===== src/rtl/mdio_phy_responder.sv =====
// mdio_phy_responder: Clause 22 MDIO management slave serving a 32 x 16-bit PHY register file.
// Latency: MDC edges are seen 3 clk after the pin, MDIO drive lags raw MDC fall by 4 clk, wr_valid 1 clk after the bit-31 rise.
// Backpressure: none; MDC paces every frame and each MDC phase must last at least 4 clk.
module mdio_phy_responder #(
  parameter logic [4:0]  PHY_ADDR = 5'd1,
  parameter int          PRE_LEN  = 32,
  parameter logic [15:0] PHY_ID1  = 16'h0141,
  parameter logic [15:0] PHY_ID2  = 16'h0DD1
) (
  input  logic        clk_clk,
  input  logic        reset_reset,
  input  logic        mdc,
  input  logic        mdio_in,
  output logic        mdio_out,
  output logic        mdio_oen,
  input  logic        link_up,
  output logic [15:0] phy_ctrl,
  output logic        wr_valid,
  output logic [4:0]  wr_reg,
  output logic [15:0] wr_data,
  output logic        frame_err
);

  typedef enum logic [2:0] {S_IDLE, S_ST, S_OP, S_ADDR, S_TA, S_DATA} state_t;

  localparam logic [5:0] PRE_MAX = 6'(PRE_LEN);

  state_t      state, state_nxt;
  logic [2:0]  mdc_sync, mdio_sync;
  logic        rise, fall;
  logic        bit_val;
  logic [5:0]  pre_cnt;
  logic [4:0]  bit_idx;      // index of the most recently sampled frame bit
  logic [4:0]  cur_idx;      // index of the bit being sampled on this rise
  logic        op_b2;
  logic        op_rd;
  logic        match;
  logic        rd_drive;     // this frame is a matched read: we own the line from TA onward
  logic [8:0]  addr_sr;
  logic [9:0]  addr_full;
  logic [4:0]  reg_addr;
  logic [14:0] data_sr;
  logic [15:0] wdata;
  logic [15:0] snap;
  logic [15:0] rd_val;
  logic [15:0] rf [0:31];    // entries 0..3 are served by dedicated logic
  logic        commit;
  logic        err_nxt;
  logic        match_c;
  logic        writable;

  // Synchronise MDC/MDIO through two flops, keep a third stage and form one-cycle edge strobes.
  always_ff @(posedge clk_clk) begin
    if (reset_reset) begin
      mdc_sync  <= 3'b000;
      mdio_sync <= 3'b000;
      rise      <= 1'b0;
      fall      <= 1'b0;
    end else begin
      mdc_sync  <= {mdc_sync[1:0], mdc};
      mdio_sync <= {mdio_sync[1:0], mdio_in};
      rise      <= mdc_sync[1] & ~mdc_sync[2];
      fall      <= ~mdc_sync[1] & mdc_sync[2];
    end
  end

  // The strobe is registered once more than the data tap, so stage 2 lines up with it.
  assign bit_val   = mdio_sync[2];
  assign cur_idx   = bit_idx + 5'd1;
  assign addr_full = {addr_sr, bit_val};
  assign match_c   = (addr_full[9:5] == PHY_ADDR);
  assign wdata     = {data_sr, bit_val};
  assign writable  = (reg_addr == 5'd0) || (reg_addr >= 5'd4);
  assign phy_ctrl  = rf[0];

  // Read mux for the register being addressed as REGAD completes.
  always_comb begin
    rd_val = rf[addr_full[4:0]];
    case (addr_full[4:0])
      5'd1:    rd_val = 16'h7949 | {13'd0, link_up, 2'b00};
      5'd2:    rd_val = PHY_ID1;
      5'd3:    rd_val = PHY_ID2;
      default: rd_val = rf[addr_full[4:0]];
    endcase
  end

  // Frame state register.
  always_ff @(posedge clk_clk) begin
    if (reset_reset) state <= S_IDLE;
    else             state <= state_nxt;
  end

  // Next state plus the frame-error and write-commit decisions, all taken on MDC rise.
  always_comb begin
    state_nxt = state;
    err_nxt   = 1'b0;
    commit    = 1'b0;
    if (rise) begin
      case (state)
        S_IDLE: if (!bit_val && pre_cnt == PRE_MAX) state_nxt = S_ST;
        S_ST: begin
          if (bit_val) begin
            state_nxt = S_OP;
          end else begin
            state_nxt = S_IDLE;
            err_nxt   = 1'b1;
          end
        end
        S_OP: begin
          if (cur_idx == 5'd3) begin
            if (op_b2 != bit_val) begin
              state_nxt = S_ADDR;
            end else begin
              state_nxt = S_IDLE;
              err_nxt   = 1'b1;
            end
          end
        end
        S_ADDR: if (cur_idx == 5'd13) state_nxt = S_TA;
        S_TA:   if (cur_idx == 5'd15) state_nxt = S_DATA;
        S_DATA: begin
          if (cur_idx == 5'd31) begin
            state_nxt = S_IDLE;
            commit    = !op_rd && match && writable;
          end
        end
        default: state_nxt = S_IDLE;
      endcase
    end
  end

  // Frame datapath: preamble count, bit index, field shifters, snapshot and MDIO drive.
  always_ff @(posedge clk_clk) begin
    if (reset_reset) begin
      pre_cnt   <= 6'd0;
      bit_idx   <= 5'd0;
      op_b2     <= 1'b0;
      op_rd     <= 1'b0;
      match     <= 1'b0;
      rd_drive  <= 1'b0;
      addr_sr   <= 9'd0;
      reg_addr  <= 5'd0;
      data_sr   <= 15'd0;
      snap      <= 16'd0;
      mdio_out  <= 1'b1;
      mdio_oen  <= 1'b1;
      frame_err <= 1'b0;
    end else begin
      frame_err <= err_nxt;
      if (rise) begin
        bit_idx <= (state == S_IDLE) ? 5'd0 : cur_idx;
        if (state == S_IDLE && bit_val)
          pre_cnt <= (pre_cnt == PRE_MAX) ? pre_cnt : pre_cnt + 6'd1;
        else
          pre_cnt <= 6'd0;
        if (state == S_OP && cur_idx == 5'd2) op_b2 <= bit_val;
        if (state == S_OP && cur_idx == 5'd3) op_rd <= op_b2;
        if (state == S_ADDR) addr_sr <= addr_full[8:0];
        if (state == S_ADDR && cur_idx == 5'd13) begin
          match    <= match_c;
          reg_addr <= addr_full[4:0];
          snap     <= rd_val;
          rd_drive <= op_rd && match_c;
        end
        if (state == S_DATA) data_sr <= wdata[14:0];
      end
      if (fall && rd_drive) begin
        if (bit_idx == 5'd14) begin
          mdio_oen <= 1'b0;
          mdio_out <= 1'b0;
        end else if (bit_idx >= 5'd15 && bit_idx <= 5'd30) begin
          mdio_out <= snap[4'(5'd30 - bit_idx)];
        end else if (bit_idx == 5'd31) begin
          mdio_oen <= 1'b1;
          mdio_out <= 1'b1;
          rd_drive <= 1'b0;
        end
      end
    end
  end

  // Register file writes, reg 0 bit 15 self-clear (a same-cycle write wins) and write report.
  always_ff @(posedge clk_clk) begin
    if (reset_reset) begin
      for (int i = 0; i < 32; i++) rf[i] <= 16'h0000;
      rf[0]    <= 16'h1140;
      wr_valid <= 1'b0;
      wr_reg   <= 5'd0;
      wr_data  <= 16'd0;
    end else begin
      wr_valid <= commit;
      if (commit) begin
        wr_reg  <= reg_addr;
        wr_data <= wdata;
      end
      if (commit && reg_addr != 5'd0) rf[reg_addr] <= wdata;
      if (commit && reg_addr == 5'd0) rf[0]     <= wdata;
      else if (rf[0][15])             rf[0][15] <= 1'b0;
    end
  end

endmodule


===== config.mk =====
export PLATFORM = sky130hd
export DESIGN_NAME = mdio_phy_responder
export DESIGN_NICKNAME = d
export VERILOG_FILES = /design/src/rtl/mdio_phy_responder.sv
export SDC_FILE = /design/constraint.sdc
export NUM_CORES = 1
export LEC_CHECK = 0
export CORE_MARGIN = 8
export CORE_UTILIZATION = 55
export CTS_BUF_LIST = sky130_fd_sc_hd__clkbuf_4 sky130_fd_sc_hd__clkbuf_8
export DETAILED_ROUTE_END_ITERATION = 7
export HOLD_SLACK_MARGIN = 0.1
export PLACE_DENSITY = 0.77
export SYNTH_ARGS = -nofsm -noshare
export SYNTH_HDL_FRONTEND = slang
export SYNTH_SLANG_ARGS = --single-unit

===== constraint.sdc =====
create_clock -name clk_clk -period 4.77 [get_ports clk_clk]
set_input_delay 0.477 -clock clk_clk [delete_from_list [all_inputs] [get_ports clk_clk]]
set_output_delay 0.477 -clock clk_clk [all_outputs]
set_load 0.05 [all_outputs]

==> flow_summary.ini, run 1 <==
[hold_path]
hp-class = in -> reg
min_path_cells = 4

[clock_network]
clock-root-buffer = clkbuf_8
cts.htree.levels = 3
cts_resized = 0
clk_pin_slew_ns = 0.06
clk_path_buf_depth = 3
cts_tree = yes
cts_sinks = 605
ctsHoldBuffers = 0
cts_setup_buffers = 0
cts_buffers = 97
clk_latency_ns = 0.68

[final_layout]
largest_reg_flops = 509
final_core_util_pct = 61.6
top_register = rf
n_antenna_cell = 0
drive_gt1_share_pct = 19.7
syn_to_final_growth_pct = 11.4
reg_top3 = rf: 509 flops, snap: 16 flops, wr_data: 16 flops
layout.nets = 2035
final_cell_mix = edfxtp_1, and2_1, mux4_2
mostFrequentLayoutCell = edfxtp_1

[global_routing]
grt_max_degree = 88
grt_pass1_wl_um = 105000
overflow = 0
first_global_vias = 16400
grt_usage_pct = 24.4
antenna_found_initial = 1

[power_and_ir_drop]
leakage_nw = 11.1
powerDensity_nw_per_um2 = 353
irDropWorstVdd_v = 0.000197

[critical_path]
start_kind = register
critPathMaxStageDelay_ns = 0.63
crit_type = reg -> reg
arrival_ns = 4.73
cp_common_cell = ha_1
worstPathCellList = ha_1 > and3_1 > ha_1 > nand4bb_1 > nor2_1 > o211ai_4 > buf_4 > nor3_4 > or2_1
end_kind = register
rr_worst_depth = 9
crit_fanout = 17
required_ns = 5.07
worst_path_max_delay_cell = or2_1

[yosys]
synth_area_um2 = 27600
synth_seq_area_share_pct = 62.4
synth_fa_ha_area_share_pct = 0.363
synth_seq_cells = 605
ys.flop_type = edfxtp_1
syn_area_per_cell_um2 = 14.1
synth_compound_area_share_pct = 4.48
synthesis.instances = 1952
synthArstFlopShare_pct = 0
synth_xor_area_share_pct = 0.286
synth_top_family_by_area = simple AND/OR/NAND/NOR gates
yosysUniqueCellTypes = 81
synth_warnings = 0
yosys.area_share.simple_pct = 17.6
synth_edf_count = 509
synthMuxAreaShare_pct = 11.9
yosys-top-cells-area = edfxtp_1, and2_1, mux4_2
yosysTopAreaCell = edfxtp_1
yosysTopAreaCellShare_pct = 55.4

[sta]
hold_viol_final = 0
tns_ns = 0
clock.fmax_ghz = 0.226
setup_viol = 0
fin_skew_ns = 0.0315
finalCritPeriodShare_pct = 92.9
maxSlewViolCount = 0
rsz0062_at_grt = no
period_minus_slack_ns = 4.43
relSlewSlack_pct = 25.7
worst_pin_slew_ns = 1.11

[floorplan]
start_util_pct = 55.3
coreArea_um2 = 49900
dieArea_um2 = 57600
ios = 46
std_cell_rows = 82
die_x_um = 240
die_y_um = 240

[run]
drv_cap = 0

[placed_design]
place_congestion = 0.979
io_buffers = 45
dp_hpwl_um = 44300

[route]
drt_iter0_drc = 1999
wl_per_cell_um = 25.1
viasPerCell = 6.07
drt_first_pass_iters = 6
wl_um = 69700
drc = 0
drtAntennaViolNets = 0
vias = 16800

[run_status]
status = finished clean
[layer usage]
metal	routed length [µm]	global-route usage [%]	share of wire (%)	vias to the layer above
met5	13	0	0.019	-
met4	2610	9.83	3.7	2
met3	7610	5.94	11	159
met2	31600	37.3	45	992
met1	27800	33.6	40	8405
li1	-	-	-	7279
[kinds of logic (layout without fill, tap and decap cells)]
group | count (synthesis) | in the layout
simple gates | 789 | 789
flops | 605 | 605
compound gates | 183 | 183
buf+inv | 183 | 289
mux | 174 | 174
xor+xnor | 9 | 9
fa+ha+maj | 8 | 8
other cells | 1 | 45
[path summary, 6_finish.rpt]
check | from | endpoint | slack (ns)
setup / recovery | bit_idx[1]$_SDFFE_PP0P_ | rf[14][11]$_SDFFCE_PN0P_ | 0.34
hold / removal | reset_reset | mdio_out$_SDFFE_PP1P_ | 0.27
setup reg to reg | bit_idx[1]$_SDFFE_PP0P_ | rf[14][11]$_SDFFCE_PN0P_ | 0.34
hold reg to reg | mdc_sync[1]$_SDFF_PP0_ | fall$_SDFF_PP0_ | 0.42
[where the power goes]
part | leakage [nW] | internal [mW] | switching, mW
clock network | 1.06 | 2.52 | 2.05
registers | 6.01 | 5.89 | 0.0663
logic | 4.06 | 0.114 | 0.212
[critical path, delay by kind of cell, from the launching register on]
family	cells	cell delay, ns
buffers and inverters	1	0.35
adder cells (fa/ha/maj)	2	0.88
AO/OA/AOI/OAI	1	0.37
flip-flops	1	0.53
AND/OR/NAND/NOR	5	1.91
[final cells by class]
type / count / area [µm²]
Clock buffer: 146 / 1800
Sequential cell: 605 / 17200
Clock inverter: 33 / 206
Timing Repair Buffer: 94 / 870
Fill cell: 3650 / 19100
Inverter: 16 / 60.1
Tap cell: 672 / 841
Multi-Input combinational cell: 1208 / 9730
[through the flow]
step	hold WS (ns)	instance area [µm²]	total power [mW]	worst slack, ns	std cells
4_1_cts	0.199	30700	10.9	0.412	2774
3_3_place_gp	0.391	28700	6.37	0.666	2595
2_1_floorplan	0.383	27800	6.25	0.725	1996
3_5_place_dp	0.408	28700	6.39	0.454	2595
6_report	0.267	30700	10.9	0.337	2774
5_1_grt	0.244	30700	11.2	0.0449	2774
[synthesized netlist by cell type, drive strengths merged, types with 8 or more instances]
| cell | n |
|---|---|
| nand2 | 93 |
| mux2i | 50 |
| clkbuf | 111 |
| ha | 8 |
| or2 | 32 |
| buf | 56 |
| nand3 | 18 |
| o21ai | 19 |
| nor2b | 15 |
| nor2 | 65 |
| a21oi | 56 |
| o22ai | 41 |
| dfxtp | 96 |
| nand3b | 11 |
| mux4 | 122 |
| edfxtp | 509 |
| and2 | 467 |
| nor4 | 9 |
| inv | 15 |
| nor3 | 33 |
(Power assumes the default switching activity.)
==> run 2, diff against run 1 <==
--- a/config.mk
+++ b/config.mk
@@ -10,6 +10,7 @@
 export CTS_BUF_LIST = sky130_fd_sc_hd__clkbuf_4 sky130_fd_sc_hd__clkbuf_8
 export DETAILED_ROUTE_END_ITERATION = 7
 export HOLD_SLACK_MARGIN = 0.1
+export MAX_ROUTING_LAYER = met4
 export PLACE_DENSITY = 0.77
 export SYNTH_ARGS = -nofsm -noshare
 export SYNTH_HDL_FRONTEND = slang
==> flow_summary.ini, run 2 (synthesized netlist as in run 1, its figures left out) <==
[clock_network]
cts_sinks = 605
cts_buffers = 93
clk_pin_slew_ns = 0.06
cts.htree.levels = 3
clock-root-buffer = clkbuf_8
cts_setup_buffers = 0
clk_latency_ns = 0.68
clk_path_buf_depth = 3
cts_tree = yes

[sta]
tns_ns = 0
setup_ws_ns = 0.400
relSlewSlack_pct = 29.6
maxSlewViolCount = 0
finalCritPeriodShare_pct = 91.6
period_minus_slack_ns = 4.37
hold_viol_final = 0
worst_pin_slew_ns = 1.05
clock.fmax_ghz = 0.229
setup_viol = 0
fin_skew_ns = 0.0271
rsz0062_at_grt = no

[final_layout]
syn_to_final_growth_pct = 11.2
n_antenna_cell = 0
layout.nets = 2033
drive_gt1_share_pct = 19.5
largest_reg_flops = 509
fillCellCount = 3660
final_cell_mix = edfxtp_1, and2_1, mux4_2
final_core_util_pct = 61.5
top_register = rf
reg_top3 = rf: 509 flops, snap: 16 flops, wr_data: 16 flops
mostFrequentLayoutCell = edfxtp_1

[power_and_ir_drop]
power.internal_mw = 8.44
power_switching_mw = 2.33
total_power_mw = 10.8
seqPwrFrac_pct = 55.3
irDropWorstVdd_v = 0.000204
powerDensity_nw_per_um2 = 351
leakage_nw = 11.1
clock_power_share_pct = 41.7
switching_share_pct = 21.6
p_comb_share_pct = 3.0

[hold_path]
worstHoldStart = mdc
whs_endpoint = mdc_sync[0]$_SDFF_PP0_
min_path_cells = 2
hp-class = in -> reg

[critical_path]
required_ns = 5.07
rrSetupSlack_ns = 0.40
r2r-start = bit_idx[1]$_SDFFE_PP0P_
rr_worst_depth = 9
crit_type = reg -> reg
start_kind = register
r2r-end = rf[14][6]$_SDFFCE_PN0P_
crit_fanout = 17
arrival_ns = 4.67
end_kind = register

[route]
wl_per_cell_um = 25.3
drtAntennaViolNets = 0
drt_first_pass_iters = 6
drc = 0
drt_iter0_drc = 2185
viasPerCell = 6.07
vias = 16800
wl_um = 70000

[global_routing]
grt_pass1_wl_um = 105000
first_global_vias = 16500
antenna_found_initial = 2
overflow = 0
grt_usage_pct = 25.2
grt_max_degree = 70

[floorplan]
die_x_um = 240
die_y_um = 240
dieArea_um2 = 57600
start_util_pct = 55.3
ios = 46
std_cell_rows = 82
coreArea_um2 = 49900

[placed_design]
place_congestion = 0.994
dp_hpwl_um = 44600
io_buffers = 45
pre_cts_ws_ns = 0.522

[run_status]
status = finished clean

[run]
drv_cap = 0
## run 2: cell count changes in the layout (fill, tap and decap cells not counted)
| cell | change |
|---|---|
| buf_4 | +1 |
| bufinv_16 | +1 |
| clkbuf_4 | -8 |
| clkbuf_8 | -4 |
| clkinv_1 | -4 |
| clkinv_2 | +6 |
| dfxtp_1 | +2 |
| dfxtp_2 | -2 |
| dlygate4sd3_1 | +1 |
| inv_6 | +1 |
## run 2: critical path, stage by stage (launching register included)
cell and delay, ns:
dfxtp_1 0.51, ha_1 0.53, and3_1 0.28, ha_1 0.36
nand4bb_1 0.25, nor2_1 0.35, o211ai_4 0.33, buf_12 0.28
nor3_4 0.47, or2_1 0.64
## run 2: worst max-delay path by stage
stage	from	end	slack (ns)	cells after the start
finish	bit_idx[1]$_SDFFE_PP0P_	rf[14][6]$_SDFFCE_PN0P_	0.40	9
global route	bit_idx[1]$_SDFFE_PP0P_	rf[14][11]$_SDFFCE_PN0P_	0.18	9
CTS	bit_idx[1]$_SDFFE_PP0P_	rf[14][5]$_SDFFCE_PN0P_	0.51	9
detailed placement	bit_idx[1]$_SDFFE_PP0P_	rf[14][13]$_SDFFCE_PN0P_	0.52	9
global placement	bit_idx[1]$_SDFFE_PP0P_	rf[13][3]$_SDFFCE_PN0P_	0.74	9
floorplan	bit_idx[1]$_SDFFE_PP0P_	rf[0][15]$_DFFE_PP_	0.72	10
## run 2: area by class of cell
type                       instances  area [µm²]  share of cell area [%]
inverter                          16        60.1                   0.196
clock inverter                    37         260                   0.848
clock buffer                     134        1690                    5.50
timing repair buffer              96         887                    2.89
sequential                       605       17200                    56.1
multi-input combinational       1208        9730                    31.7
tap                              672         841                    2.74
## run 2: metal layers
metal	routed length [µm]	global-route usage (%)	vias up	part of all wire, %
met5	0	-	-	0
met4	2770	10.3	0	4.0
met3	7350	5.66	175	10
met2	31800	36.9	961	45
met1	28100	34.0	8407	40
li1	-	-	7272	-
## run 2: power groups by stage
stage                     clock network (mW)  registers, mW  logic (mW)
after floorplan                            0           6.04       0.210
after global placement                     0           6.06       0.313
after detailed placement                   0           6.06       0.322
after CTS                               4.55           5.95       0.323
after global routing                    4.76           5.97       0.343
final                                   4.50           5.95       0.325
## run 2: timing repair
action / 4_1_cts / 5_1_grt
hold buffers: 1 / 0
resized for setup: 0 / 0
hold endpoints to repair: 20 / 0
## run 2: per-stage QoR
stage	instances	hold slack, ns	area (µm²)
2_1_floorplan	1996	0.383	27800
3_3_place_gp	2596	0.392	28700
3_5_place_dp	2596	0.411	28700
4_1_cts	2768	0.321	30700
5_1_grt	2768	0.349	30700
6_report	2768	0.370	30700
==> run 3, diff against run 2 <==
--- a/config.mk
+++ b/config.mk
@@ -8,10 +8,12 @@
 export CORE_MARGIN = 8
 export CORE_UTILIZATION = 55
 export CTS_BUF_LIST = sky130_fd_sc_hd__clkbuf_4 sky130_fd_sc_hd__clkbuf_8
+export CTS_CLUSTER_DIAMETER = 100
 export DETAILED_ROUTE_END_ITERATION = 7
 export HOLD_SLACK_MARGIN = 0.1
 export MAX_ROUTING_LAYER = met4
 export PLACE_DENSITY = 0.77
+export SKIP_CTS_REPAIR_TIMING = 1
 export SYNTH_ARGS = -nofsm -noshare
 export SYNTH_HDL_FRONTEND = slang
 export SYNTH_SLANG_ARGS = --single-unit
==> flow_summary.ini, run 3 (synthesized netlist as in run 1, its figures left out) <==
[global_routing]
grt_usage_pct = 25.1
overflow = 0
grt_max_degree = 70
grt_pass1_wl_um = 105000
antenna_found_initial = 2
first_global_vias = 16500

[final_layout]
multi_input_area_um2 = 9730
layout.nets = 2032
seq_area_um2 = 17200
design_area_um2 = 30700
top_register = rf
reg_top3 = rf: 509 flops, snap: 16 flops, wr_data: 16 flops
largest_reg_flops = 509
fillCellCount = 3660
mostFrequentLayoutCell = edfxtp_1
drive_gt1_share_pct = 19.5
syn_to_final_growth_pct = 11.2
final_cell_mix = edfxtp_1, and2_1, mux4_2

[floorplan]
std_cell_rows = 82
start_util_pct = 55.3
dieArea_um2 = 57600
die_x_um = 240
coreArea_um2 = 49900
ios = 46
die_y_um = 240

[placed_design]
io_buffers = 45
dp_hpwl_um = 44600
placed_cell_area_um2 = 28700
place_congestion = 0.994
pre_cts_ws_ns = 0.522

[sta]
period_minus_slack_ns = 4.31
maxSlewViolCount = 0
finalCritPeriodShare_pct = 90.4
relSlewSlack_pct = 31.3
setup_viol = 0
worst_pin_slew_ns = 1.03
rsz0062_at_grt = no
hold_viol_final = 0
fin_skew_ns = 0.0238
setup_ws_ns = 0.459
clock.fmax_ghz = 0.232
tns_ns = 0

[clock_network]
cts.htree.levels = 3
clk_path_buf_depth = 3
cts_sinks = 605
clk_latency_ns = 0.68
clk_pin_slew_ns = 0.06
clock-root-buffer = clkbuf_8
cts_tree = yes
cts_buffers = 93

[critical_path]
startpoint = bit_idx[1]$_SDFFE_PP0P_
rr_worst_depth = 9
rrSetupSlack_ns = 0.46
critPathMaxStageDelay_ns = 0.63
required_ns = 5.07
cp_common_cell = ha_1
worstPathCellList = ha_1 > and3_1 > ha_1 > nand4bb_1 > nor2_1 > o211ai_4 > buf_12 > nor3_4 > or2_1
start_kind = register
endpoint = rf[14][6]$_SDFFCE_PN0P_
crit_fanout = 17
end_kind = register
arrival_ns = 4.62
worst_path_max_delay_cell = or2_1
crit_type = reg -> reg
r2r-end = rf[14][6]$_SDFFCE_PN0P_
r2r-start = bit_idx[1]$_SDFFE_PP0P_

[route]
drt_first_pass_iters = 6
drc = 0
drtAntennaViolNets = 0
vias = 16800
viasPerCell = 6.08
wl_um = 69800
drt_iter0_drc = 2133
wl_per_cell_um = 25.2

[power_and_ir_drop]
total_power_mw = 10.8
leakage_nw = 11.1
powerDensity_nw_per_um2 = 351
irDropWorstVdd_v = 0.000205

[run_status]
status = finished clean

[hold_path]
hp-class = in -> reg

[run]
drv_cap = 0
run 3: cell count changes in the layout (fill, tap and decap cells not counted), sizes merged:
cell         previous run  this run
dlygate4sd3             1         0
diode                   0         2
run 3: critical path: cells and delay by family (launching register included):
family | cells | cell delay (ns)
adder cells (fa/ha/maj) | 2 | 0.88
buffers and inverters | 1 | 0.28
AND/OR/NAND/NOR | 5 | 1.96
AO/OA/AOI/OAI | 1 | 0.33
flip-flops | 1 | 0.50
run 3: final cells by class:
class | count | area share (%)
clock inverters | 37 | 0.848
diodes | 2 | 0.0163
flip-flops and latches | 605 | 56.1
well taps | 672 | 2.74
clock buffers | 134 | 5.50
multi-input cells | 1208 | 31.7
inverters | 16 | 0.196
repair buffers | 95 | 2.86
run 3: worst min-delay path by stage:
stage / from / endpoint / slack [ns] / cells after the start
after floorplan: mdc_sync[2]$_SDFF_PP0_ / rise$_SDFF_PP0_ / 0.38 / 1
after global placement: mdc_sync[2]$_SDFF_PP0_ / rise$_SDFF_PP0_ / 0.39 / 1
after detailed placement: mdc_sync[2]$_SDFF_PP0_ / rise$_SDFF_PP0_ / 0.41 / 1
after CTS: reset_reset / bit_idx[3]$_SDFFE_PP0P_ / 0.06 / 2
after global routing: reset_reset / wr_reg[0]$_SDFFE_PP0N_ / 0.10 / 2
final: reset_reset / mdc_sync[1]$_SDFF_PP0_ / 0.12 / 2
run 3: per-layer routing:
| metal | global-route usage [%] | vias to the layer above | share of wire, % |
|---|---|---|---|
| li1 | - | 7278 | - |
| met1 | 34.0 | 8410 | 40 |
| met2 | 36.8 | 979 | 45 |
| met3 | 5.62 | 166 | 11 |
| met4 | 10.3 | 0 | 4.0 |
| met5 | - | - | 0 |
run 3: power breakdown:
group | internal, mW | leakage (nW) | switching [mW]
clock network | 2.45 | 1.03 | 2.04
registers | 5.89 | 6.00 | 0.0687
logic | 0.113 | 4.07 | 0.211
run 3: per-stage QoR:
| stage | util, % | hold slack, ns | std cells |
|---|---|---|---|
| CTS | 61.5 | 0.0648 | 2767 |
| global placement | 57.6 | 0.392 | 2596 |
| floorplan | - | 0.383 | 1996 |
| finish | 61.5 | 0.122 | 2769 |
| global route | 61.5 | 0.103 | 2767 |
| detailed placement | 57.6 | 0.411 | 2596 |
